==> src/rtl/vid2is_format_sequencer_if.sv <==
// Control/status bundle between the Vid2IS resolution detector, the format
// sequencer and the Avalon-ST output stage.
interface vid2is_format_sequencer_if #(
  parameter int CHANGE_CNT_WIDTH = 8
);
  logic                        go;
  logic                        start_new_field;
  logic                        f;
  logic                        stable;
  logic                        resolution_valid;
  logic                        resolution_change;
  logic                        interlaced;
  logic [14:0]                 active_sample_count;
  logic [13:0]                 active_line_count_f0;
  logic [13:0]                 active_line_count_f1;
  logic                        ctrl_pkt_ack;
  logic                        ctrl_pkt_req;
  logic [13:0]                 ctrl_width;
  logic [13:0]                 ctrl_height;
  logic [3:0]                  ctrl_interlace;
  logic                        video_enable;
  logic [2:0]                  status;
  logic [CHANGE_CNT_WIDTH-1:0] change_count;

  modport master (
    output go, start_new_field, f, stable, resolution_valid, resolution_change,
           interlaced, active_sample_count, active_line_count_f0,
           active_line_count_f1, ctrl_pkt_ack,
    input  ctrl_pkt_req, ctrl_width, ctrl_height, ctrl_interlace,
           video_enable, status, change_count
  );

  modport slave (
    input  go, start_new_field, f, stable, resolution_valid, resolution_change,
           interlaced, active_sample_count, active_line_count_f0,
           active_line_count_f1, ctrl_pkt_ack,
    output ctrl_pkt_req, ctrl_width, ctrl_height, ctrl_interlace,
           video_enable, status, change_count
  );
endinterface

==> src/rtl/vid2is_format_sequencer.sv <==
// Qualifies a detected video format over several fields, issues one control
// packet per format and gates the pixel stream on field boundaries.
module vid2is_format_sequencer #(
  parameter int CONFIRM_FIELDS   = 2,
  parameter int CHANGE_CNT_WIDTH = 8
) (
  input  logic                    clk,
  input  logic                    rst,
  vid2is_format_sequencer_if.slave bus
);

  localparam logic [2:0] ST_IDLE        = 3'd0;
  localparam logic [2:0] ST_WAIT_STABLE = 3'd1;
  localparam logic [2:0] ST_SEND_CTRL   = 3'd2;
  localparam logic [2:0] ST_STREAM      = 3'd3;
  localparam logic [2:0] ST_DRAIN       = 3'd4;

  localparam logic [3:0] CONFIRM_LIMIT = 4'(CONFIRM_FIELDS);

  logic [2:0]                  state;
  logic [3:0]                  field_cnt;
  logic [3:0]                  field_cnt_inc;
  logic                        res_chg_p1;
  logic                        chg_edge;
  logic                        qualified;
  logic                        disturb;
  logic                        acked;
  logic                        stale;
  logic                        req;
  logic                        ven;
  logic [13:0]                 width_q;
  logic [13:0]                 height_q;
  logic [3:0]                  interlace_q;
  logic [CHANGE_CNT_WIDTH-1:0] chg_cnt;
  logic                        unused_valid_bits;

  function automatic logic [13:0] calc_height(input logic       il,
                                               input logic [12:0] l0,
                                               input logic [12:0] l1);
    calc_height = il ? ({1'b0, l0} + {1'b0, l1}) : {1'b0, l0};
  endfunction

  function automatic logic [3:0] calc_interlace(input logic il, input logic fld);
    if (!il)
      calc_interlace = 4'b0011;
    else if (fld)
      calc_interlace = 4'b1100;
    else
      calc_interlace = 4'b1000;
  endfunction

  assign chg_edge      = bus.resolution_change ^ res_chg_p1;
  assign qualified     = bus.stable & bus.resolution_valid & bus.go;
  assign disturb       = chg_edge | ~qualified;
  assign field_cnt_inc = field_cnt + 4'd1;

  // Detector valid bits are implied by resolution_valid; they are not used here.
  assign unused_valid_bits = ^{bus.active_sample_count[0],
                               bus.active_line_count_f0[0],
                               bus.active_line_count_f1[0]};

  // Change-edge detection and wrap-around event counter
  always_ff @(posedge clk or posedge rst) begin
    if (rst) begin
      res_chg_p1 <= 1'b0;
      chg_cnt    <= '0;
    end else begin
      res_chg_p1 <= bus.resolution_change;
      if (chg_edge)
        chg_cnt <= chg_cnt + 1'b1;
    end
  end

  // Format qualification / handshake / stream gating
  always_ff @(posedge clk or posedge rst) begin
    if (rst) begin
      state       <= ST_IDLE;
      field_cnt   <= 4'd0;
      acked       <= 1'b0;
      stale       <= 1'b0;
      req         <= 1'b0;
      ven         <= 1'b0;
      width_q     <= 14'd0;
      height_q    <= 14'd0;
      interlace_q <= 4'd0;
    end else begin
      case (state)
        ST_IDLE: begin
          if (bus.go) begin
            state     <= ST_WAIT_STABLE;
            field_cnt <= 4'd0;
          end
        end

        ST_WAIT_STABLE: begin
          if (!bus.go) begin
            state     <= ST_IDLE;
            field_cnt <= 4'd0;
          end else if (disturb) begin
            field_cnt <= 4'd0;
          end else if (bus.start_new_field) begin
            if (field_cnt_inc == CONFIRM_LIMIT) begin
              state       <= ST_SEND_CTRL;
              field_cnt   <= 4'd0;
              req         <= 1'b1;
              stale       <= 1'b0;
              acked       <= 1'b0;
              width_q     <= bus.active_sample_count[14:1];
              height_q    <= calc_height(bus.interlaced,
                                         bus.active_line_count_f0[13:1],
                                         bus.active_line_count_f1[13:1]);
              interlace_q <= calc_interlace(bus.interlaced, bus.f);
            end else begin
              field_cnt <= field_cnt_inc;
            end
          end
        end

        ST_SEND_CTRL: begin
          if (!acked) begin
            // The handshake always completes; disturbances only mark the format stale.
            if (disturb)
              stale <= 1'b1;
            if (req && bus.ctrl_pkt_ack) begin
              req <= 1'b0;
              if (stale || disturb) begin
                state     <= ST_WAIT_STABLE;
                field_cnt <= 4'd0;
              end else begin
                acked <= 1'b1;
              end
            end
          end else if (disturb) begin
            state     <= ST_WAIT_STABLE;
            field_cnt <= 4'd0;
            acked     <= 1'b0;
          end else if (bus.start_new_field) begin
            state <= ST_STREAM;
            ven   <= 1'b1;
            acked <= 1'b0;
          end
        end

        ST_STREAM: begin
          if (disturb)
            state <= ST_DRAIN;
        end

        ST_DRAIN: begin
          // Close the gate only on a field boundary.
          if (bus.start_new_field) begin
            ven       <= 1'b0;
            field_cnt <= 4'd0;
            state     <= bus.go ? ST_WAIT_STABLE : ST_IDLE;
          end
        end

        default: begin
          state <= ST_IDLE;
          req   <= 1'b0;
          ven   <= 1'b0;
        end
      endcase
    end
  end

  assign bus.ctrl_pkt_req   = req;
  assign bus.ctrl_width     = width_q;
  assign bus.ctrl_height    = height_q;
  assign bus.ctrl_interlace = interlace_q;
  assign bus.video_enable   = ven;
  assign bus.status         = state;
  assign bus.change_count   = chg_cnt;

endmodule
==> src/flat_wrapper.sv <==
// flat-port wrapper written by rule: the top's interface ports become plain ports
module vid2is_format_sequencer_flat 
#(
  parameter int CONFIRM_FIELDS   = 2,
  parameter int CHANGE_CNT_WIDTH = 8
)
  (clk, rst, bus_go, bus_start_new_field, bus_f, bus_stable, bus_resolution_valid, bus_resolution_change, bus_interlaced, bus_active_sample_count, bus_active_line_count_f0, bus_active_line_count_f1, bus_ctrl_pkt_ack, bus_ctrl_pkt_req, bus_ctrl_width, bus_ctrl_height, bus_ctrl_interlace, bus_video_enable, bus_status, bus_change_count);
  vid2is_format_sequencer_if #(.CHANGE_CNT_WIDTH(CHANGE_CNT_WIDTH)) bus_i ();
  input  logic clk;
  input  logic rst;
  input wire logic [$bits(bus_i.go)-1:0] bus_go;
  input wire logic [$bits(bus_i.start_new_field)-1:0] bus_start_new_field;
  input wire logic [$bits(bus_i.f)-1:0] bus_f;
  input wire logic [$bits(bus_i.stable)-1:0] bus_stable;
  input wire logic [$bits(bus_i.resolution_valid)-1:0] bus_resolution_valid;
  input wire logic [$bits(bus_i.resolution_change)-1:0] bus_resolution_change;
  input wire logic [$bits(bus_i.interlaced)-1:0] bus_interlaced;
  input wire logic [$bits(bus_i.active_sample_count)-1:0] bus_active_sample_count;
  input wire logic [$bits(bus_i.active_line_count_f0)-1:0] bus_active_line_count_f0;
  input wire logic [$bits(bus_i.active_line_count_f1)-1:0] bus_active_line_count_f1;
  input wire logic [$bits(bus_i.ctrl_pkt_ack)-1:0] bus_ctrl_pkt_ack;
  output wire logic [$bits(bus_i.ctrl_pkt_req)-1:0] bus_ctrl_pkt_req;
  output wire logic [$bits(bus_i.ctrl_width)-1:0] bus_ctrl_width;
  output wire logic [$bits(bus_i.ctrl_height)-1:0] bus_ctrl_height;
  output wire logic [$bits(bus_i.ctrl_interlace)-1:0] bus_ctrl_interlace;
  output wire logic [$bits(bus_i.video_enable)-1:0] bus_video_enable;
  output wire logic [$bits(bus_i.status)-1:0] bus_status;
  output wire logic [$bits(bus_i.change_count)-1:0] bus_change_count;
  assign bus_i.go = bus_go;
  assign bus_i.start_new_field = bus_start_new_field;
  assign bus_i.f = bus_f;
  assign bus_i.stable = bus_stable;
  assign bus_i.resolution_valid = bus_resolution_valid;
  assign bus_i.resolution_change = bus_resolution_change;
  assign bus_i.interlaced = bus_interlaced;
  assign bus_i.active_sample_count = bus_active_sample_count;
  assign bus_i.active_line_count_f0 = bus_active_line_count_f0;
  assign bus_i.active_line_count_f1 = bus_active_line_count_f1;
  assign bus_i.ctrl_pkt_ack = bus_ctrl_pkt_ack;
  assign bus_ctrl_pkt_req = bus_i.ctrl_pkt_req;
  assign bus_ctrl_width = bus_i.ctrl_width;
  assign bus_ctrl_height = bus_i.ctrl_height;
  assign bus_ctrl_interlace = bus_i.ctrl_interlace;
  assign bus_video_enable = bus_i.video_enable;
  assign bus_status = bus_i.status;
  assign bus_change_count = bus_i.change_count;
  vid2is_format_sequencer #(.CONFIRM_FIELDS(CONFIRM_FIELDS), .CHANGE_CNT_WIDTH(CHANGE_CNT_WIDTH)) u_core (.clk(clk), .rst(rst), .bus(bus_i));
endmodule
==> config.mk <==
export PLATFORM = sky130hd
export DESIGN_NAME = vid2is_format_sequencer_flat
export DESIGN_NICKNAME = d
export VERILOG_FILES = /design/src/rtl/vid2is_format_sequencer_if.sv /design/src/rtl/vid2is_format_sequencer.sv /design/src/flat_wrapper.sv
export SDC_FILE = /design/constraint.sdc
export NUM_CORES = 1
export LEC_CHECK = 0
export ABC_CLOCK_PERIOD_IN_PS = 2810
export CORE_MARGIN = 2
export CORE_UTILIZATION = 30
export CTS_BUF_LIST = sky130_fd_sc_hd__clkbuf_8 sky130_fd_sc_hd__clkbuf_16
export DETAILED_ROUTE_END_ITERATION = 8
export SETUP_SLACK_MARGIN = 0.05
export SLEW_MARGIN = 20
export SYNTH_ARGS = -nofsm -noshare
export SYNTH_HDL_FRONTEND = slang
export SYNTH_SLANG_ARGS = --single-unit
==> constraint.sdc <==
create_clock -name clk -period 2.81 [get_ports clk]
set_clock_uncertainty 0.05 [all_clocks]
set_input_delay 0.843 -clock clk [delete_from_list [all_inputs] [get_ports clk]]
set_output_delay 0.843 -clock clk [all_outputs]
set_load 0.05 [all_outputs]
Word level (Yosys, flattened, before mapping) --
Index checks and enable logic that the tools add are counted.
Cells by class: equal/unequal tests 26, add/subtract/negate cells 3, reductions and logical operators 14, mux-type cells 53, shift operators 0, bitwise logic cells 8, $mul 0, order comparisons 0, divide/modulo/power cells 0
Operators with widths (number):
- $mux 4 | 11
- $mux 3 | 13
- $mux 1 | 22
- $reduce_and 7->1 | 3
- $ne 2x2->1 const B | 8
- $pmux 4 s4 | 1
- $pmux 3 s5 | 1
- $reduce_and 5->1 | 3
- $add 13x13->14 | 1
- $mux 14 | 1
- $ne 2x1->1 const B | 5
- $reduce_and 9->1 | 1
- $add 8x1->8 const B | 1
- $ne 4x3->1 const B | 2
- $eq 3x2->1 const B | 2
- $ne 3x1->1 const B | 2
- $ne 3x2->1 const B | 2
- $ne 3x3->1 const B | 2
- $pmux 1 s3 | 2
- $reduce_or 3->1 | 2
- $add 4x1->4 const B | 1
- $eq 4x2->1 const B | 1
- $not 1->1 | 4
- $pmux 1 s2 | 2
- 10 further kinds | 11
Storage, ports and cells: word-level logic and storage cells 115, memory bits (read-only) 0, memories kept 0, latch bits 0, RAM bits 0, input port bits 53, register bits after elaboration 52

Logic depth before layout (Yosys ltp) --
Gate-level depths: netlist (run 1).
word-level depth 9, depth in mapped cells 9, gate-level depth less buffers 8

Worst setup path before layout (run 1) --
OpenSTA, ideal clock, no wires.
kind input to register, start point in bus_active_line_count_f1[1], end point reg u_core.height_q[10], in the netlist u_core.bus.ctrl_height[10], required time 2.683 ns, slack 0.226 ns, cell stages on the path 8, path buffers 0, data arrival time 2.456 ns, cell sequence ha_1 > fa_1 > a211oi_1 > o21ai_0 > a21boi_0 > xnor2_1 > nand2_1 > a21oi_1
Between the ends: cells in the longest elaborated chain, start to end 2
RTL lines:
- from (decl) | line flat_wrapper.sv:20 | input wire logic [$bits(bus_i.active_line_count_f1)-1:0] bus_active_line_count_f1;
- $add 13x13->14 | line vid2is_format_sequencer.sv:40 | calc_height = il ? ({1'b0, l0} + {1'b0, l1}) : {1'b0, l0};
- $mux 14 | line vid2is_format_sequencer.sv:40
- to (signal assigned) | line vid2is_format_sequencer.sv:109 | height_q <= calc_height(bus.interlaced,
- to (decl) | line vid2is_format_sequencer.sv:32 | logic [13:0] height_q;
No other way between the ends. A chain may end at the register's enable or synchronous reset.

Final worst setup path (run 1) --
start point in bus_active_line_count_f0[9], end point reg u_core.height_q[11], in the netlist u_core.bus.ctrl_height[11]
Between the ends: cells in the longest elaborated chain, start to end 2
RTL lines:
- from (decl) | line flat_wrapper.sv:19 | input wire logic [$bits(bus_i.active_line_count_f0)-1:0] bus_active_line_count_f0;
- $add 13x13->14 | line vid2is_format_sequencer.sv:40
- $mux 14 | line vid2is_format_sequencer.sv:40
No other way between the ends.

==> run summary, run 1 <==
CTS buffer count -> 5
Placed Area -> 0.00439 mm2
core area -> 0.00977 mm2
# setup viols final -> 0
Tmin final -> 2.70 ns
post-synth cell types -> 59
Netlist Area Pre-Place -> 0.00303 mm2
Layout area overhead -> 49.9%
maximum vdd ir drop -> 0.225 mV
min-delay src -> u_core.bus.change_count[7]
WS Path Type -> in2reg
layout cells sized above 1 -> 14.3%
Pre-antenna DRT Iters -> 4
syn_nets -> 404
RSZ-0062 raised after global routing -> no
I/O Pins -> 98
Slew Viols, Final -> 0
routed len/inst -> 13.6 um
multi-input logic area -> 0.00167 mm2
Worst setup SP type -> input port
vias in the first global route -> 2,910
reg2reg path depth -> 7
sequential standard cell area -> 0.00128 mm2
initial antenna violation count -> 0
IO buf count -> 94
HPWL Detailed -> 6.10 mm
Clock transition at path regs -> 0.10 ns
CTS sink cnt -> 51
Cell Pwr Density -> 495 mW/mm2
worst hold stages -> 1
H-tree depth -> 2
critical path endpoint category -> register
hold crit path type -> reg2reg
final std cells w/o fill -> 595
final hold viol count -> 0
placed cell count -> 587
hold endpoint -> u_core.bus.change_count[7]
Vias/cell -> 4.80
Post-Route WL -> 8.07 mm
drt initial violations -> 78
Reg-to-Reg Start -> u_core.field_cnt[0]
synthesis-stage register bit count -> 51
Die Y -> 105 um
LEAKAGE -> 2.01 nW
Fill cells -> 978
WP data arrival -> 2.83 ns
synth warn -> 0
die area -> 0.0109 mm2
n_diodes -> 0
Synth Instances -> 334
CTS tree -> yes
# Post-CTS Setup Buffers -> 0
reg2reg end -> u_core.bus.ctrl_height[11]
Clk Latency, worst-skew pair -> 0.30 ns
first-pass GRT wire length -> 13.5 mm
total track usage -> 14.9%
remaining antenna violation count -> 0
Top FF cell, synth -> dfrtp_1
Synth Area per Inst -> 9.07 um2
reg-to-reg slack, setup -> 0.69 ns
slew of the pin with the lowest slew margin -> 0.531 ns
sequential fraction of the synthesis area -> 42.1%
final period utilization -> 96.0%
die width -> 105 um
via count -> 2,857
fin area -> 0.00454 mm2
Max Freq -> 371 MHz
Layout Utilization -> 46.5%
num rows -> 36
Critical Path RT -> 2.95 ns
share of flip-flops with an asynchronous set or reset -> 100%
Initial Utilization -> 31.0%
CTS max path bufs -> 2
Post-synth EDFFs -> 0
fin nets -> 531
relative max-transition margin -> 64.5%
root buffer cell -> clkbuf_8
DRC Markers -> 0
MaxCap Viol Count -> 0
RD Place Congestion -> 0.810
Max FO, Critical Path -> 3
status -> completed
largest net degree at the start of global routing -> 36
GRT overflow -> 0
## cell usage after synthesis (all sizes together) (4+ instances only)
library cell	count	area, um2
o211ai	4	30.0
nor2	20	77.6
o31ai	4	30.0
a21oi	25	125
inv	10	37.5
xor2	7	68.8
buf	10	70.1
o21a	4	30.0
xnor2	10	87.6
nand3	11	55.1
mux2i	4	40.0
dfrtp	51	1280
nand2	83	314
o21ai	22	110
ha	16	200
## cell type report
cell class	instances	share of cell area [%]
multi-input combinational	260	36.8
sequential	51	28.1
timing repair buffer	133	28.0
tap	133	3.66
clock buffer	6	1.82
clock inverter	2	0.854
inverter	10	0.826
## cells by family after synthesis
kind of cell               synth area share, %
muxes                                     1.69
AOI/OAI and AO/OA                         19.7
and+or+nand+nor                           20.1
xor gates and xnor gates                  5.16
adders and majority gates                 7.27
buffers and inverters                     3.92
DFF                                       42.1
## worst max-delay path: stages
cell and delay [ns]:
clkdlybuf4s50_1 0.43, ha_1 0.34, nand4_2 0.12, nor3b_1 0.07, or4_4 0.49, o32ai_4 0.24, xor2_1 0.19, o211ai_1 0.10
## power by group
group / internal, W / switching, W
registers: 0.000793 / 0.0000608
clock network: 0.000293 / 0.000261
logic: 0.000367 / 0.000471
## worst max path at each step
stage	startpoint	end	slack (ns)	cells after the start
CTS	bus_active_line_count_f0[9]	u_core.bus.ctrl_height[11]	0.07	8
floorplan	bus_active_line_count_f1[1]	u_core.bus.ctrl_height[10]	0.23	8
finish	bus_active_line_count_f0[9]	u_core.bus.ctrl_height[11]	0.11	8
global placement	bus_active_line_count_f0[1]	u_core.bus.ctrl_height[10]	-0.30	9
global route	bus_active_line_count_f0[1]	u_core.bus.ctrl_height[6]	0.05	10
detailed placement	bus_active_line_count_f0[1]	u_core.bus.ctrl_height[10]	-0.34	9
## per-stage QoR
step | power (W) | setup WS [ns] | setup TNS [ns] | hold slack (ns)
floorplan | 0.00137 | 0.226 | 0 | 0.404
global placement | 0.00169 | -0.305 | -1.60 | 0.405
detailed placement | 0.00170 | -0.338 | -1.88 | 0.413
CTS | 0.00227 | 0.0733 | 0 | 0.433
global route | 0.00238 | 0.0545 | 0 | 0.455
finish | 0.00225 | 0.113 | 0 | 0.423
## metal layers
metal  up-vias  wire length (um)  GRT usage (%)
met4         0                57           3.38
li1       1418                 -              -
met3         4               384           2.88
met2        82              4050           26.3
met5         -                 0              0
met1      1353              3570           18.8
## cell usage in the layout (no fill, tap or decap), types with 3 or more instances in the layout
master	count
a32oi_1	3
and2_1	3
o21a_1	4
ha_1	16
xor2_1	6
buf_12	3
dfrtp_1	51
nand3_1	11
mux2i_1	4
a31oi_1	3
clkbuf_8	6
o211ai_1	4
inv_1	9
nor2_1	19
o21ai_0	21
a21oi_2	3
a21oi_1	22
buf_4	36
clkdlybuf4s50_1	94
nand2_1	82
o31ai_1	4
xnor2_1	10
## registers in the layout, summed over array words and instances, names as in the netlist
signal / cells
u_core.stale: 1
u_core.bus.ctrl_interlace: 3
u_core.bus.video_enable: 1
u_core.res_chg_p1: 1
u_core.bus.change_count: 8
u_core.field_cnt: 4
u_core.acked: 1
u_core.bus.ctrl_width: 14
u_core.bus.status: 3
u_core.bus.ctrl_pkt_req: 1
u_core.bus.ctrl_height: 14
## what timing repair did
action | CTS | global route
pin swaps | 0 | 4
endpoints found under the setup margin | 2 | 6
hold buffers | 0 | 0
gates resized for setup | 1 | 8
Note: power is estimated with default switching activity, not from simulation.
==> inputs of run 2 (changes only) <==
Settings changed: CELL_PAD_IN_SITES_DETAIL_PLACEMENT from default to 1, CELL_PAD_IN_SITES_GLOBAL_PLACEMENT from default to 2, CORE_UTILIZATION 30 to 29, PLACE_DENSITY_LB_ADDON from default to 0.1, SLEW_MARGIN 20 to default.
==> run summary, run 2 (same netlist as run 1, synthesis figures left out) <==
hold crit path type -> reg2reg
num rows -> 37
Final Total Pwr -> 0.00218 W
fin area -> 0.00466 mm2
Max FO, Critical Path -> 2
Cell Pwr Density -> 469 mW/mm2
worst hold stages -> 2
CTS max path bufs -> 2
I/O Pins -> 98
Layout area overhead -> 53.7%
layout cells sized above 1 -> 16.1%
via count -> 2,949
internal power -> 0.00136 W
reg2reg path depth -> 8
WS Path Type -> in2reg
DRC Markers -> 0
hold-fix buffers at CTS -> 0
CTS tree -> yes
HPWL Detailed -> 6.94 mm
final hold viol count -> 0
Post-Route WL -> 9.29 mm
register share of total power -> 38.9%
critical path endpoint category -> register
commonest non-fill, non-tap cells in the layout -> clkdlybuf4s50_1, nand2_1, dfrtp_1, buf_4, a21oi_1
largest net degree at the start of global routing -> 52
CTS buffer count -> 5
reg-to-reg slack, setup -> 0.63 ns
initial antenna violation count -> 0
Slew Viols, Final -> 0
first-pass GRT wire length -> 15.2 mm
status -> completed
remaining antenna violation count -> 0
MaxCap Viol Count -> 0
drt initial violations -> 94
n_diodes -> 0
Clock transition at path regs -> 0.11 ns
IO buf count -> 94
post-place setup slack -> -0.405 ns
placed cell count -> 594
combinational power share -> 39.9%
final period utilization -> 95.9%
die area -> 0.0113 mm2
Vias/cell -> 4.89
Worst Slack Setup Final -> 0.116 ns
routed len/inst -> 15.4 um
Worst setup SP type -> input port
slew of the pin with the lowest slew margin -> 0.536 ns
maximum vdd ir drop -> 0.339 mV
RSZ-0062 raised after global routing -> yes
Placed Area -> 0.00443 mm2
# setup viols final -> 0
H-tree depth -> 2
sw frac -> 37.9%
commonest non-fill, non-tap cell in the layout -> clkdlybuf4s50_1
CTS sink cnt -> 51
Clk Latency, worst-skew pair -> 0.31 ns
RD Place Congestion -> 0.836
root buffer cell -> clkbuf_8
die width -> 106 um
fin nets -> 536
Critical Path RT -> 2.96 ns
P_sw -> 0.000829 W
Max Freq -> 371 MHz
Die Y -> 106 um
vias in the first global route -> 3,084
WP data arrival -> 2.84 ns
Tmin final -> 2.69 ns
LEAKAGE -> 2.12 nW
final std cells w/o fill -> 603
core area -> 0.0102 mm2
GRT overflow -> 0
Initial Utilization -> 29.6%
relative max-transition margin -> 64.2%
Pre-antenna DRT Iters -> 4
Clk pwr share -> 21.1%
total track usage -> 16.7%
run 2: cell count changes in the layout (fill, tap and decap cells not counted), moves of 2 or more:
cell,previous run,this run
buf_4,36,40
clkdlybuf4s50_1,94,84
clkinv_4,0,2
dlymetal6s2s_1,0,10
ha_1,16,11
ha_4,0,5
run 2: worst paths after layout:
path | from | to
max reg2reg | u_core.field_cnt[0] | u_core.bus.ctrl_height[11]
max | bus_active_line_count_f0[6] | u_core.bus.ctrl_height[11]
min reg2reg | u_core.bus.ctrl_width[9] | u_core.bus.ctrl_width[9]
min in group asynchronous | rst | u_core.bus.change_count[7]
min | u_core.bus.ctrl_width[9] | u_core.bus.ctrl_width[9]
max in group asynchronous | rst | u_core.bus.ctrl_height[3]
run 2: per-stage QoR:
| step | util, % | hold slack, ns | setup TNS (ns) |
|---|---|---|---|
| after floorplan | - | 0.404 | 0 |
| after global placement | 43.3 | 0.403 | -1.99 |
| after detailed placement | 43.3 | 0.415 | -2.33 |
| after CTS | 44.5 | 0.443 | 0 |
| after global routing | 45.5 | 0.475 | 0 |
| final | 45.5 | 0.436 | 0 |
run 2: repair_timing:
item	4_1_cts	5_1_grt
resized for setup	4	19
endpoints found under the setup margin	5	7
pin swaps	0	4
gates cloned	0	0
setup buffers	0	1
endpoints found under the hold margin	0	0
run 2: cell type report:
class / count / area (um2)
fill: 1198 / 5570
clock inverter: 3 / 28.8
inverter: 10 / 37.5
timing repair buffer: 138 / 1350
multi-input combinational: 260 / 1730
clock buffer: 5 / 68.8
tap: 136 / 170
sequential: 51 / 1280
run 2: per-layer routing:
layer	routed length, um	global-route usage, %	vias to the layer above
li1	-	-	1434
met1	4090	21.2	1447
met2	4650	29.1	60
met3	461	4.11	8
met4	91	3.20	0
met5	0	0	-
run 2: power groups by stage:
stage	clock network, W	registers [W]	logic (W)
floorplan	0	0.00107	0.000303
global placement	0	0.000864	0.000839
finish	0.000462	0.000850	0.000872
detailed placement	0	0.000868	0.000855
global route	0.000518	0.000865	0.000944
CTS	0.000496	0.000853	0.000865
run 2: critical path, stage by stage:
cell and delay, ns:
clkdlybuf4s50_1 0.48, ha_1 0.24, nor3b_1 0.16, or4_4 0.50, o32ai_4 0.32, xor2_1 0.20, o211ai_1 0.10
==> inputs of run 3 (changes only) <==
Settings changed: SLEW_MARGIN from default to 15.
==> results of run 3 <==
Same layout as run 2: the final DEF is identical, and so are final timing and power.
